## src/rtl/trigger_pattern_gen.sv

```systemverilog
// trigger_pattern_gen: multi-channel trigger output generator.
// Each channel produces a square wave, a periodic pulse of programmable
// width, or a single pulse, and can be phase-realigned by a global sync.
module trigger_pattern_gen #(
   parameter int  CHANNELS    = 4,
   parameter int  COUNT_WIDTH = 24,
   localparam int ADDR_WIDTH  = (CHANNELS > 1) ? $clog2(CHANNELS) : 1
) (
   input  logic                   clk,
   input  logic                   rst,
   input  logic                   cfg_wr_en,
   input  logic [ADDR_WIDTH-1:0]  cfg_addr,
   input  logic [1:0]             cfg_mode,
   input  logic [COUNT_WIDTH-1:0] cfg_period,
   input  logic [COUNT_WIDTH-1:0] cfg_width,
   input  logic                   sync_in,
   output logic [CHANNELS-1:0]    trig_out,
   output logic [CHANNELS-1:0]    tick,
   output logic [CHANNELS-1:0]    active
);

   typedef enum logic [1:0] {
      MODE_OFF     = 2'd0,
      MODE_TOGGLE  = 2'd1,
      MODE_PULSE   = 2'd2,
      MODE_ONESHOT = 2'd3
   } mode_e;

   mode_e                  mode_q   [CHANNELS];
   mode_e                  mode_d   [CHANNELS];
   logic [COUNT_WIDTH-1:0] period_q [CHANNELS];
   logic [COUNT_WIDTH-1:0] period_d [CHANNELS];
   logic [COUNT_WIDTH-1:0] width_q  [CHANNELS];
   logic [COUNT_WIDTH-1:0] width_d  [CHANNELS];
   logic [COUNT_WIDTH-1:0] cnt_q    [CHANNELS];
   logic [COUNT_WIDTH-1:0] cnt_d    [CHANNELS];
   logic [COUNT_WIDTH-1:0] cnt_inc  [CHANNELS];
   logic [CHANNELS-1:0]    out_q, out_d;
   logic [CHANNELS-1:0]    tick_q, tick_d;
   logic [CHANNELS-1:0]    wr_hit;
   logic [CHANNELS-1:0]    wrap;

   // Per-channel decode: write address match, end-of-cycle and next count.
   // An out-of-range address simply matches no channel.
   always_comb begin
      wr_hit = '0;
      wrap   = '0;
      for (int c = 0; c < CHANNELS; c++) begin
         wr_hit[c]  = cfg_wr_en && (cfg_addr == ADDR_WIDTH'(c));
         wrap[c]    = (cnt_q[c] == period_q[c]);
         cnt_inc[c] = wrap[c] ? '0 : cnt_q[c] + COUNT_WIDTH'(1);
      end
   end

   // Next-state logic: write beats sync, sync beats free-running count.
   always_comb begin
      // NOTE: every target gets a default first so no path leaves a latch.
      out_d  = out_q;
      tick_d = tick_q;
      for (int c = 0; c < CHANNELS; c++) begin
         mode_d[c]   = mode_q[c];
         period_d[c] = period_q[c];
         width_d[c]  = width_q[c];
         cnt_d[c]    = cnt_q[c];

         if (wr_hit[c]) begin
            mode_d[c]   = mode_e'(cfg_mode);
            period_d[c] = cfg_period;
            width_d[c]  = cfg_width;
            cnt_d[c]    = '0;
            tick_d[c]   = 1'b0;
            out_d[c]    = ((mode_e'(cfg_mode) == MODE_PULSE) ||
                           (mode_e'(cfg_mode) == MODE_ONESHOT)) &&
                          (cfg_width != '0);
         end else if (mode_q[c] == MODE_OFF) begin
            cnt_d[c]  = '0;
            out_d[c]  = 1'b0;
            tick_d[c] = 1'b0;
         end else if (sync_in) begin
            cnt_d[c]  = '0;
            tick_d[c] = 1'b0;
            out_d[c]  = (mode_q[c] != MODE_TOGGLE) && (width_q[c] != '0);
         end else begin
            cnt_d[c]  = cnt_inc[c];
            tick_d[c] = wrap[c];
            unique case (mode_q[c])
               MODE_TOGGLE:  out_d[c] = wrap[c] ? ~out_q[c] : out_q[c];
               MODE_PULSE:   out_d[c] = (cnt_inc[c] < width_q[c]);
               MODE_ONESHOT: begin
                  if (wrap[c]) begin
                     mode_d[c] = MODE_OFF;
                     out_d[c]  = 1'b0;
                  end else begin
                     out_d[c]  = (cnt_inc[c] < width_q[c]);
                  end
               end
               default:      out_d[c] = 1'b0;
            endcase
         end
      end
   end

   // State registers with asynchronous clear.
   always_ff @(posedge clk or posedge rst) begin
      if (rst) begin
         // NOTE: the small per-channel config arrays are flops, not RAM, so they are cleared with the rest.
         for (int c = 0; c < CHANNELS; c++) begin
            mode_q[c]   <= MODE_OFF;
            period_q[c] <= '0;
            width_q[c]  <= '0;
            cnt_q[c]    <= '0;
         end
         out_q  <= '0;
         tick_q <= '0;
      end else begin
         // NOTE: non-blocking assignments keep every flop updating from pre-edge values.
         for (int c = 0; c < CHANNELS; c++) begin
            mode_q[c]   <= mode_d[c];
            period_q[c] <= period_d[c];
            width_q[c]  <= width_d[c];
            cnt_q[c]    <= cnt_d[c];
         end
         out_q  <= out_d;
         tick_q <= tick_d;
      end
   end

   // Channel is active whenever its registered mode is not OFF.
   always_comb begin
      active = '0;
      for (int c = 0; c < CHANNELS; c++) begin
         active[c] = (mode_q[c] != MODE_OFF);
      end
   end

   assign trig_out = out_q;
   assign tick     = tick_q;

endmodule

```

## config.mk

```make
export PLATFORM = sky130hd
export DESIGN_NAME = trigger_pattern_gen
export DESIGN_NICKNAME = d
export VERILOG_FILES = /design/src/rtl/trigger_pattern_gen.sv
export SDC_FILE = /design/constraint.sdc
export NUM_CORES = 1
export LEC_CHECK = 0
export BUFFER_PORTS_ARGS = -buffer_cell sky130_fd_sc_hd__buf_2
export CAP_MARGIN = 20
export CORE_AREA = 2 2 260 262
export CTS_CLUSTER_DIAMETER = 200
export CTS_CLUSTER_SIZE = 30
export DETAILED_ROUTE_END_ITERATION = 8
export DIE_AREA = 0 0 262 264
export PLACE_DENSITY = 0.42
export SETUP_SLACK_MARGIN = 0.5
export SKIP_CTS_REPAIR_TIMING = 1
export SYNTH_ARGS = -nofsm -noshare
export SYNTH_HDL_FRONTEND = slang
export SYNTH_SLANG_ARGS = --single-unit
```

## constraint.sdc

```tcl
create_clock -name clk -period 26.2 [get_ports clk]
set_input_delay 1.31 -clock clk [delete_from_list [all_inputs] [get_ports clk]]
set_output_delay 1.31 -clock clk [all_outputs]
set_load 0.01 [all_outputs]
```

After elaboration in Yosys (flattened, before gate mapping) --
Index checks and enable logic that the tools add are counted.
Word-level totals: input bits 56, register bits 304, output and inout port bits 12
Operators by class: mux-type cells 72, reductions and logical operators 36, bitwise operators 4, $lt $le $gt $ge 4, equality and inequality tests 37, add/sub/neg operators 4
Operator list (count):
- two-way mux 24 bit | 16
- nonzero test 24 bit | 5
- adder 24 x 1 -> 24 bit (second input constant) | 4
- == test 24 bit | 4
- < comparator 24 bit | 4
- two-way mux 2 bit | 20
- two-way mux 1 bit | 32
- == test 2 bit (second input constant) | 12
- nonzero test 2 bit | 12
- inequality test 5 bit (second input constant) | 4
- inequality test 2 x 1 -> 1 bit (second input constant) | 8
- AND reduction 4 bit | 4
- case mux 1 bit (3 select lines) | 4
- == test 2 x 1 -> 1 bit (second input constant) | 5
- logical NOT 2 bit | 5
- logical AND 1 bit | 9
- inequality test 2 bit (second input constant) | 4
- inverter 1 bit | 4
- logical OR 1 bit | 1

Longest topological paths before layout --
Gate-level depths: netlist of the first run.
word-level depth 8, depth in mapped cells 16, mapped depth without buffers 16

Worst setup path after synthesis of the first run --
OpenSTA, ideal clock, no wires.
path kind register to register, from register cnt_q[48] (netlist bit), to register out_q[1], in the netlist trig_out[1], stages on the path, launching flop included 17, data arrival time 3.174 ns, setup slack 22.959 ns, cells stage by stage dfrtp_1 > ha_1 > and3_1 > nand2_1 > nor3_1 > nand3_1 > nor2_1 > xnor2_1 > nor2_1 > ha_1 > o21ai_0 > nor2_1 > a2111oi_0 > o21ai_0 > a221o_1 > a211oi_1 > o41a_1
On the way: longest elaborated chain between the ends 8, elaborated cells between the ends (all ways) 10, those cells by class add/sub (1); order compare (1); eq/ne (2); mux (6)
Ends and longest elaborated chain:
- start: declaration | RTL line 35 | logic [COUNT_WIDTH-1:0] cnt_q [CHANNELS];
- start signal: indexed assignment | RTL line 121 | cnt_q[c] <= cnt_d[c];
- adder 24 x 1 -> 24 bit / == test 24 bit (equally long branches) | RTL line 51, 50
- two-way mux 24 bit | RTL line 51 | cnt_inc[c] = wrap[c] ? '0 : cnt_q[c] + COUNT_WIDTH'(1);
- < comparator 24 bit | RTL line 88, 94
- two-way mux 1 bit | RTL line 90 | if (wrap[c]) begin
- case mux 1 bit (3 select lines) | RTL line 86 | unique case (mode_q[c])
- two-way mux 1 bit | RTL line 79 | end else if (sync_in) begin
- two-way mux 1 bit | RTL line 75 | end else if (mode_q[c] == MODE_OFF) begin
- two-way mux 1 bit | RTL line 66 | if (wr_hit[c]) begin
- end signal: assignment | RTL line 123 | out_q <= out_d;
- end: declaration | RTL line 38 | logic [CHANNELS-1:0] out_q, out_d;
Several ways; a longest one is shown, not always the timed one. A chain may end at the register's enable or synchronous reset.

Final worst setup path of the first run --
from register cnt_q[78] (netlist bit), to register out_q[0], in the netlist trig_out[0]
The elaborated chain is that of the path after synthesis.

==> flow_metrics.tcl, run 1 <==
set metrics [dict create \
    status "finished clean" \
    hold_class "register to register" \
    die_w_um 262 \
    seq_area_um2 7610 \
    nets 1935 \
    n_fill_cell 7145 \
    drive_gt1_share_pct 10.6 \
    fp.dieArea_um2 69200 \
    die_h_um 264 \
    async_flop_share_pct 100 \
    hpwl_um 41100 \
    clk_path_buf_depth 3 \
    p_per_area_nw_per_um2 57.3 \
    syn_inst 1756 \
    grt_pass1_vias 12500 \
    ys_seq_elements 304 \
    critical_path_required_ns 26.59 \
    grt_pass1_wl_um 84200 \
    irDropWorstVdd_uv 59.0 \
    clkSinkCount 304 \
    cp-end-kind "register" \
    ys_types 63 \
    multiInputGateArea_um2 8100 \
    drv_slew 0 \
    antenna_found_initial 8 \
    fin_util_pct 27.2 \
    synth_edf_count 0 \
    clkTransAtPathRegs_ns 0.12 \
    track_usage_pct 16.4 \
    initial_core_util_pct 24.6 \
    areaGrowthSynthToFinish_pct 10.4 \
    worstPathArrival_ns 4.30 \
    ios 68 \
    rows 95 \
    yosysSeqAreaShare_pct 46.4 \
    hold_violations 0 \
    worstSetupPathType "register to register" \
    clock.fmax_mhz 256 \
    portBuffers 67 \
    totalWireLength_um 56300 \
    cts_tree "done" \
    core_area_um2 66600 \
    drt-pass1-iter-count 5 \
    clkLatencyLatePin_ns 0.54 \
    viasPerCell 4.74 \
    grt_max_degree 102 \
    syn_area_per_cell_um2 9.34 \
    drc 0 \
    worstMarginPinSlew_ns 1.09 \
    cap_violations 0 \
    synthesis.area_um2 16400 \
    grt.overflow.total 0 \
    yosysWarningCount 0 \
    gp_routability_congestion 0.833 \
    fin_setup_tns_ns 0 \
    drt_first_iter_violations 1171 \
    final.setup_skew_ns 0.0546 \
    path_max_fanout 34 \
    setup_viol 0 \
    drt-wirelength-per-cell_um 21.2 \
    cts_max_level 1 \
    start_kind "register" \
    ys.flop_type "dfrtp_1" \
    mappedNetlistNets 1908 \
    vias 12600 \
    fin_crit_ns 3.91 \
    numCtsBuffers 14 \
    antenna_left 0 \
    relSlewSlack_pct 26.6 \
    rsz0062_at_grt "no" \
    fin_crit_sh_pct 14.9 \
    p_leak_uw 0.00837 \
    cts_root_buf "clkbuf_16" \
]
metal layers:
metal	share of wire, %	track usage (%)
met3	5.0	1.94
met2	44	24.7
met1	49	25.1
met4	2.3	3.53
met5	0	0
metrics by stage:
stage / hold slack [ns] / instance area [µm²] / instances / worst slack, ns / power (µW)
after CTS: 0.514 / 18100 / 2655 / 22.29 / 1050
after floorplan: 0.461 / 16400 / 1756 / 16.49 / 699
after global routing: 0.537 / 18100 / 2656 / 21.91 / 1100
after detailed placement: 0.485 / 17700 / 2639 / 22.06 / 781
after global placement: 0.481 / 17700 / 2639 / 22.21 / 777
final: 0.512 / 18100 / 2659 / 22.29 / 1040
sequential cells by signal, indices dropped and copies added, names as in the netlist:
signal / flops
cnt_q: 96
width_q: 96
tick: 4
mode_q: 8
trig_out: 4
period_q: 96
cell usage after synthesis (4+ instances only):
library cell | n | area (µm²)
a21oi_1 | 25 | 125
inv_1 | 114 | 428
buf_1 | 4 | 15.0
xnor2_1 | 71 | 622
nor4_1 | 51 | 319
and3_1 | 18 | 113
a21o_1 | 8 | 60.1
dfrtp_1 | 304 | 7610
nand3b_1 | 8 | 60.1
buf_2 | 18 | 90.1
nand3_1 | 40 | 200
xor2_1 | 113 | 990
and2_1 | 5 | 31.3
o21ai_0 | 96 | 480
or2_2 | 4 | 25.0
or3_1 | 4 | 25.0
clkbuf_1 | 43 | 161
mux2_2 | 73 | 822
nand4_1 | 49 | 307
nor2_1 | 196 | 736
nand2b_1 | 4 | 25.0
nor3_1 | 52 | 260
o211ai_1 | 8 | 60.1
ha_1 | 96 | 1200
nand2_1 | 282 | 1060
and4_1 | 7 | 61.3
a211oi_1 | 10 | 75.1
worst paths after layout:
kind | depth (start not counted) | end | startpoint | slack (ns)
max in group asynchronous | 3 | period_q[24] | rst | 23.88
worst min-delay path | 2 | period_q[32] | period_q[32] | 0.51
worst max-delay path | 14 | trig_out[0] | cnt_q[78] | 22.29
worst min register to register | 2 | period_q[32] | period_q[32] | 0.51
worst max register to register | 14 | trig_out[0] | cnt_q[78] | 22.29
min in group asynchronous | 2 | width_q[13] | rst | 0.89
logic make-up (layout without fill, tap and decap cells):
kind of cell | Yosys count | count (layout) | share of synthesized area [%]
xor gates and xnor gates | 184 | 184 | 9.82
muxes | 73 | 73 | 5.01
and+or+nand+nor | 735 | 735 | 20.5
AOI/OAI and AO/OA | 179 | 179 | 6.54
buffers and inverters | 185 | 212 | 4.44
adders and majority gates | 96 | 96 | 7.32
other | 0 | 3 | 0
DFF | 304 | 304 | 46.4
power by group:
group	total, µW	internal (µW)	switching (µW)	leakage [µW]
clock	269	106	163	0.000196
combinational	198	77.3	121	0.00430
sequential	571	525	46.2	0.00388
cell usage in the layout, fill, tap and decap left out, types with 3 or more instances in the layout:
| master | n |
|---|---|
| nor3_1 | 51 |
| inv_1 | 113 |
| a21oi_1 | 25 |
| a211oi_1 | 10 |
| mux2_2 | 73 |
| diode_2 | 3 |
| nand4_1 | 49 |
| o31ai_1 | 3 |
| nand3_1 | 39 |
| o21ai_0 | 95 |
| nor4_1 | 51 |
| nand2_1 | 282 |
| clkbuf_16 | 15 |
| and2_1 | 5 |
| a221o_1 | 3 |
| buf_2 | 67 |
| and3_1 | 18 |
| xor2_1 | 113 |
| nand3b_1 | 8 |
| or2_2 | 4 |
| a21o_1 | 8 |
| buf_4 | 13 |
| nor2_1 | 194 |
| or3_1 | 4 |
| xnor2_1 | 71 |
| o211ai_1 | 8 |
| and4_1 | 7 |
| nand2b_1 | 4 |
| ha_1 | 96 |
| o311ai_0 | 3 |
| dfrtp_1 | 304 |
cell type report:
class	count	area share [%]
clock inverters	1	0.166
diodes	3	0.0415
inverters	115	2.42
well taps	873	6.03
repair buffers	81	2.54
clock buffers	15	2.07
flip-flops and latches	304	42.0
multi-input cells	1267	44.7
critical path: stages, from the launching register on:
cell	delay (ns)
dfrtp_1	0.47
xnor2_1	0.19
nand4_1	0.12
nor4_1	0.50
and2_1	0.27
buf_4	0.36
nor2_1	0.11
ha_1	0.33
nand4_1	0.15
nor4_1	0.46
nand4_1	0.20
nor2_1	0.14
o2111ai_1	0.16
a31oi_1	0.21
o22ai_1	0.08
Note: power is estimated with default switching activity, not from simulation.
==> inputs of run 2 (changes only) <==
--- a/config.mk
+++ b/config.mk
@@ -5,14 +5,15 @@
 export SDC_FILE = /design/constraint.sdc
 export NUM_CORES = 1
 export LEC_CHECK = 0
+export ABC_AREA = 1
 export BUFFER_PORTS_ARGS = -buffer_cell sky130_fd_sc_hd__buf_2
 export CAP_MARGIN = 20
-export CORE_AREA = 2 2 260 262
+export CORE_AREA = 2 2 269 271
 export CTS_CLUSTER_DIAMETER = 200
 export CTS_CLUSTER_SIZE = 30
 export DETAILED_ROUTE_END_ITERATION = 8
-export DIE_AREA = 0 0 262 264
-export PLACE_DENSITY = 0.42
+export DIE_AREA = 0 0 271 273
+export PLACE_DENSITY = 0.43
 export SETUP_SLACK_MARGIN = 0.5
 export SKIP_CTS_REPAIR_TIMING = 1
 export SYNTH_ARGS = -nofsm -noshare
==> constraint.sdc (replaced) <==
create_clock -name clk -period 3.19 [get_ports clk]
set_input_delay 0.1595 -clock clk [delete_from_list [all_inputs] [get_ports clk]]
set_output_delay 0.1595 -clock clk [all_outputs]
set_load 0.01 [all_outputs]
==> run 2 against run 1 <==
Net effect: the flow now finishes with violations (negative setup slack); combinational power grew to 9.5 times the previous value; first-iteration DRC count shrank 6.6%; area after synthesis grew 7.6%; utilization rose by 2.1 points.
==> flow_metrics.tcl, run 2 <==
set metrics [dict create \
    status "complete, but fails checks" \
    failed_checks "negative setup slack" \
    irDropWorstVdd_uv 330 \
    gp_routability_congestion 0.863 \
    fp.dieArea_um2 74000 \
    syn_area_per_cell_um2 7.21 \
    rows 98 \
    final_area_um2 20800 \
    clock.fmax_mhz 294 \
    antenna_left 0 \
    largestRegisters "cnt_q x96, period_q x96, width_q x96" \
    rsz0062_at_grt "yes" \
    clkTransAtPathRegs_ns 0.12 \
    die_h_um 273 \
    numCtsBuffers 14 \
    syn_inst 2448 \
    grt_pass1_wl_um 94000 \
    fin_ws_ns -0.217 \
    fin_crit_sh_pct 107 \
    grt_max_degree 92 \
    comb_power_share_pct 21.8 \
    switching_share_pct 33.1 \
    seq_power_share_pct 52.5 \
    holdPathStages 3 \
    drt_first_iter_violations 1094 \
    drt-pass1-iter-count 5 \
    antenna_cells 0 \
    fin_setup_tns_ns -0.692 \
    start_kind "register" \
    drv_slew 0 \
    netlist.area_leader.share_pct 43.1 \
    grt_pass1_vias 15600 \
    ios 68 \
    viasPerCell 4.48 \
    cts_max_level 1 \
    hold_violations 0 \
    critical_path_required_ns 3.63 \
    ys_top_cells_by_area "dfrtp_1 (43%), nand2_1 (15%), inv_1 (9.5%)" \
    synthesis.area_um2 17700 \
    clkLatencyLatePin_ns 0.54 \
    pwr-share-clk_pct 25.7 \
    switchingPower_uw 2860 \
    grt.overflow.total 0 \
    yosysWarningCount 0 \
    nets 2764 \
    hold_class "input pin to register" \
    intPower_uw 5790 \
    synthMostInstantiatedCell "nand2_1" \
    drive_gt1_share_pct 11.4 \
    mappedNetlistNets 2600 \
    setup_viol 4 \
    p_per_area_nw_per_um2 416 \
    rr_worst_depth 27 \
    worstMarginPinSlew_ns 0.921 \
    initial_core_util_pct 24.9 \
    synth_common_cells "nand2_1 (725), inv_1 (447), dfrtp_1 (304)" \
    placed_area_um2 19800 \
    ys.flop_type "dfrtp_1" \
    cap_violations 0 \
    relSlewSlack_pct 38.6 \
    final.setup_skew_ns 0.0451 \
    clk_path_buf_depth 3 \
    totalWireLength_um 61900 \
    yosysSeqAreaShare_pct 43.1 \
    antenna_found_initial 8 \
    mostFrequentLayoutCells "nand2_1 (717), inv_1 (443), dfrtp_1 (304), o21ai_0 (222), nor2_1 (213)" \
    fin_crit_ns 3.41 \
    portBuffers 67 \
    cts_root_buf "clkbuf_16" \
    vias 16000 \
    synth_edf_count 0 \
    track_usage_pct 16.5 \
    core_area_um2 71000 \
    path_max_fanout 4 \
    worstSetupPathType "register to register" \
    layout_commonest_cell "nand2_1" \
    worstPathArrival_ns 3.85 \
    p_leak_uw 0.0106 \
    clkSinkCount 304 \
    hpwl_um 46300 \
    drt-wirelength-per-cell_um 17.4 \
    ys_types 38 \
    async_flop_share_pct 100 \
    drc 0 \
    die_w_um 271 \
    cp-end-kind "register" \
    ys_seq_elements 304 \
    areaGrowthSynthToFinish_pct 17.8 \
    cts_tree "done" \
    synth_top_area_cell "dfrtp_1" \
]
[run 2: cell count changes after synthesis, moves of 16 or more]
cell,delta
mux2_2,-73
nand3_1,+37
nor2_1,+34
xnor2_1,-71
o21ai_0,+127
nand2_1,+443
a21oi_1,+25
and3_1,-18
xor2_1,-76
inv_1,+333
nor2_2,+16
[run 2: power groups by stage]
stage                     clock [µW]  sequential [µW]  combinational (µW)
after floorplan                    0             4560                1170
after global placement             0             4610                1830
after detailed placement           0             4620                1860
after CTS                       2350             4540                1870
after global routing            2440             4600                2180
final                           2230             4540                1890
[run 2: critical path, stage by stage, from the launching register on]
cell     delay (ns)
dfrtp_1        0.39
buf_4          0.14
nand3_2        0.09
nor2_2         0.14
nand2_1        0.09
nor2_2         0.15
nand2_2        0.09
nor2_4         0.10
nand2_2        0.08
nor2_4         0.12
nand3_2        0.10
nor2_4         0.14
nand2_2        0.07
nor2_2         0.12
buf_4          0.12
a31oi_1        0.06
nand2_1        0.09
inv_1          0.04
ha_1           0.29
nand2_2        0.05
nor2_2         0.13
nand4_1        0.13
nor4_1         0.23
nand2_1        0.09
nand2_1        0.08
nand2_1        0.05
nand2_1        0.06
a21oi_2        0.06
[run 2: final timing paths]
kind | start | endpoint | slack, ns
worst max-delay path | cnt_q[24] | trig_out[2] | -0.22
worst min-delay path | cfg_period[0] | period_q[0] | 0.003
worst max register to register | cnt_q[24] | trig_out[2] | -0.22
worst min register to register | period_q[54] | period_q[54] | 0.52
max in group asynchronous | rst | trig_out[3] | 1.88
min in group asynchronous | rst | period_q[88] | 0.30
[run 2: cells by family (layout without fill, tap and decap cells)]
group                    count (synthesis)  count (layout)  share of synthesized area, %
AO/OA/AOI/OAI                          303             303                          8.94
XOR/XNOR                                37              37                          1.84
adder cells (fa/ha/maj)                 96              96                          6.80
buffers and inverters                  513             677                          10.9
flip-flops                             304             304                          43.1
AND/OR/NAND/NOR                       1195            1195                          28.4
[run 2: final cells by class]
class	count	area [µm²]
multi-input combinational	1631	8410
timing repair buffer	208	1490
inverter	453	1710
sequential	304	7610
clock buffer	15	375
fill	7698	50200
clock inverter	1	30.0
tap	950	1190
[run 2: metrics by stage]
| step | cells | power (µW) | setup slack (ns) | hold WS (ns) | util [%] |
|---|---|---|---|---|---|
| 2_1_floorplan | 2448 | 5730 | -1.01 | 0.276 | - |
| 3_3_place_gp | 3511 | 6440 | -0.0774 | 0.345 | 27.9 |
| 3_5_place_dp | 3511 | 6480 | -0.253 | 0.351 | 27.9 |
| 4_1_cts | 3527 | 8760 | -0.311 | -0.247 | 28.5 |
| 5_1_grt | 3562 | 9220 | -0.563 | 0.00144 | 29.3 |
| 6_report | 3562 | 8650 | -0.217 | 0.00261 | 29.3 |
[run 2: routing by layer]
layer / wire length, µm / track usage, % / up-vias
met4: 1370 / 4.00 / 0
met2: 30500 / 29.2 / 284
met3: 2290 / 1.28 / 56
li1: - / - / 7959
met5: 0 / 0 / -
met1: 27800 / 21.7 / 7654
==> inputs of run 3 (changes only) <==
--- a/config.mk
+++ b/config.mk
@@ -8,11 +8,11 @@
 export ABC_AREA = 1
 export BUFFER_PORTS_ARGS = -buffer_cell sky130_fd_sc_hd__buf_2
 export CAP_MARGIN = 20
-export CORE_AREA = 2 2 269 271
+export CORE_AREA = 4 4 271 273
 export CTS_CLUSTER_DIAMETER = 200
 export CTS_CLUSTER_SIZE = 30
 export DETAILED_ROUTE_END_ITERATION = 8
-export DIE_AREA = 0 0 271 273
+export DIE_AREA = 0 0 275 277
 export PLACE_DENSITY = 0.43
 export SETUP_SLACK_MARGIN = 0.5
 export SKIP_CTS_REPAIR_TIMING = 1
==> constraint.sdc (replaced) <==
create_clock -name clk -period 2.9 [get_ports clk]
set_input_delay 0.145 -clock clk [delete_from_list [all_inputs] [get_ports clk]]
set_output_delay 0.145 -clock clk [all_outputs]
set_load 0.01 [all_outputs]
==> run 3 against run 2 <==
Net effect: the run still ends with negative setup slack left; sequential share of layout area shrank 2.6 points; register-to-register slack lost 0.30 ns; clock skew up 0.0020 ns; utilization grew 2.2 points; power is 11% higher; hold slack gained 0.0096 ns; final cell count is 5.0% higher; sequential power is 10% higher; critical endpoint is now trig_out[3]; largest cell class unchanged.
==> flow_metrics.tcl, run 3 (synthesis results as in run 2) <==
set metrics [dict create \
    path_max_fanout 3 \
    cts_max_level 1 \
    core_area_um2 71100 \
    path_cells "buf_4, buf_6, nand3_4, nor2_4, nand3_2, nor2_2, nand4_1, nor2_2, nand4_1, nor2_2, nand3_2, nor2_1, nand3b_1, inv_1, ha_4, nand2_1, nor2_2, nand4_1, nor4_2, nand2_1, nand2_1, nand2_1, nand2_1, a21oi_1" \
    grt_pass1_vias 15900 \
    irDropWorstVdd_uv 311 \
    pwr-share-clk_pct 25.7 \
    failed_checks "negative setup slack" \
    clkSinkCount 304 \
    clkTransAtPathRegs_ns 0.13 \
    grt.overflow.total 0 \
    critical_path_required_ns 3.33 \
    mostFrequentLayoutCells "nand2_1 (712), inv_1 (440), dfrtp_1 (304), buf_4 (273), o21ai_0 (221)" \
    die_w_um 275 \
    drc 0 \
    gp_routability_congestion 0.857 \
    dp_cells 3666 \
    worstMarginPinSlew_ns 0.833 \
    hpwl_um 46400 \
    cp_top_family "simple AND/OR/NAND/NOR gates" \
    worstSetupPathType "register to register" \
    numCtsBuffers 14 \
    hold_start "cfg_period[17]" \
    nets 2943 \
    clock.fmax_mhz 292 \
    status "complete, but fails checks" \
    cts_root_buf "clkbuf_16" \
    p_per_area_nw_per_um2 430 \
    ios 68 \
    r2r_end "trig_out[3]" \
    portBuffers 67 \
    final.setup_skew_ns 0.0471 \
    seq_power_share_pct 51.8 \
    critPathSlowestCell "dfrtp_1" \
    clk_path_buf_depth 3 \
    drv_slew 0 \
    drt-pass1-iter-count 5 \
    fp.dieArea_um2 76200 \
    critPathMaxStageDelay_ns 0.38 \
    switchingPower_uw 3240 \
    rsz0062_at_grt "yes" \
    drt_first_iter_violations 1164 \
    largestRegisters "cnt_q x96, period_q x96, width_q x96" \
    grt_max_degree 94 \
    antenna_found_initial 2 \
    start_kind "register" \
    drive_gt1_share_pct 17.6 \
    relSlewSlack_pct 44.4 \
    drt-wirelength-per-cell_um 16.8 \
    track_usage_pct 16.1 \
    rows 98 \
    grt_pass1_wl_um 95000 \
    rrSetupSlack_ns -0.52 \
    setup_viol 4 \
    hold_class "input pin to register" \
    hold_violations 0 \
    fin_ws_ns -0.521 \
    rr_worst_depth 24 \
    intPower_uw 6410 \
    r2r_start "cnt_q[1]" \
    p_leak_uw 0.0115 \
    vias 16500 \
    clkLatencyLatePin_ns 0.56 \
    cts_tree "done" \
    hold_path_end "period_q[65]" \
    antenna_left 0 \
    initial_core_util_pct 24.8 \
    comb_power_share_pct 22.5 \
    fin_crit_ns 3.42 \
    crit_top_cell "nand2_1" \
    fin_crit_sh_pct 118 \
    p_total_uw 9640 \
    antenna_cells 0 \
    cp_num_buf_inv 3 \
    die_h_um 277 \
    switching_share_pct 33.6 \
    holdPathStages 3 \
    stdcell_count 3741 \
    layout_commonest_cell "nand2_1" \
    areaGrowthSynthToFinish_pct 26.9 \
    totalWireLength_um 62700 \
    viasPerCell 4.41 \
    cap_violations 0 \
    worstPathArrival_ns 3.85 \
    cp-end-kind "register" \
]
-- run 3: cell count changes in the layout (fill, tap and decap cells not counted), moves of 4 or more --
cell           delta
nand2_1           -5
dlygate4sd3_1    +10
nor2_4            +9
buf_12            +4
buf_6             +7
nand2_2           +4
nor2_1            -7
nand3_4           +4
buf_4           +158
-- run 3: worst max-delay path by stage --
stage,startpoint,to,slack [ns],depth (start not counted)
after floorplan,rst,cnt_q[0],-1.29,1
after global placement,cnt_q[24],trig_out[2],-0.35,26
after detailed placement,cnt_q[1],trig_out[3],-0.48,23
after CTS,cnt_q[1],trig_out[3],-0.52,23
after global routing,cnt_q[72],trig_out[0],-0.85,27
final,cnt_q[1],trig_out[3],-0.52,24
-- run 3: cell type report --
class,instances,area [µm²]
tap,950,1190
sequential,304,7610
inverter,453,1710
clock inverter,2,46.3
timing repair buffer,387,2940
clock buffer,14,350
multi-input combinational,1631,8580
fill,7759,48700
-- run 3: tightest hold or removal path: cells and delay by family --
| kind | cells | cell delay (ns) |
|---|---|---|
| buffers and inverters | 1 | 0.22 |
| AND/OR/NAND/NOR | 1 | 0.10 |
| AO/OA/AOI/OAI | 1 | 0.07 |
-- run 3: power by group through the flow --
stage	combinational (µW)	clock (µW)	sequential, µW
final	2170	2480	5000
after global routing	2500	2700	5060
after CTS	2120	2590	5000
after detailed placement	2110	0	5080
after global placement	2070	0	5070
after floorplan	1290	0	5020
-- run 3: through the flow --
| stage | cell area, µm² | util [%] | setup slack [ns] | hold WS (ns) | TNS, ns |
|---|---|---|---|---|---|
| 5_1_grt | 22400 | 31.5 | -0.850 | 0.0000780 | -3.17 |
| 3_3_place_gp | 21000 | 29.6 | -0.354 | 0.259 | -1.33 |
| 4_1_cts | 21400 | 30.1 | -0.524 | -0.356 | -1.90 |
| 2_1_floorplan | 17700 | - | -1.29 | 0.262 | -391.62 |
| 3_5_place_dp | 21000 | 29.6 | -0.479 | 0.266 | -1.72 |
| 6_report | 22400 | 31.5 | -0.521 | 0.0122 | -2.02 |
-- run 3: per-layer routing --
layer | global-route usage (%) | up-vias | part of all wire (%)
met5 | 0 | - | 0
met4 | 3.97 | 0 | 2.5
met3 | 1.33 | 61 | 3.2
met2 | 26.6 | 282 | 46
met1 | 22.7 | 7833 | 48
li1 | - | 8308 | -
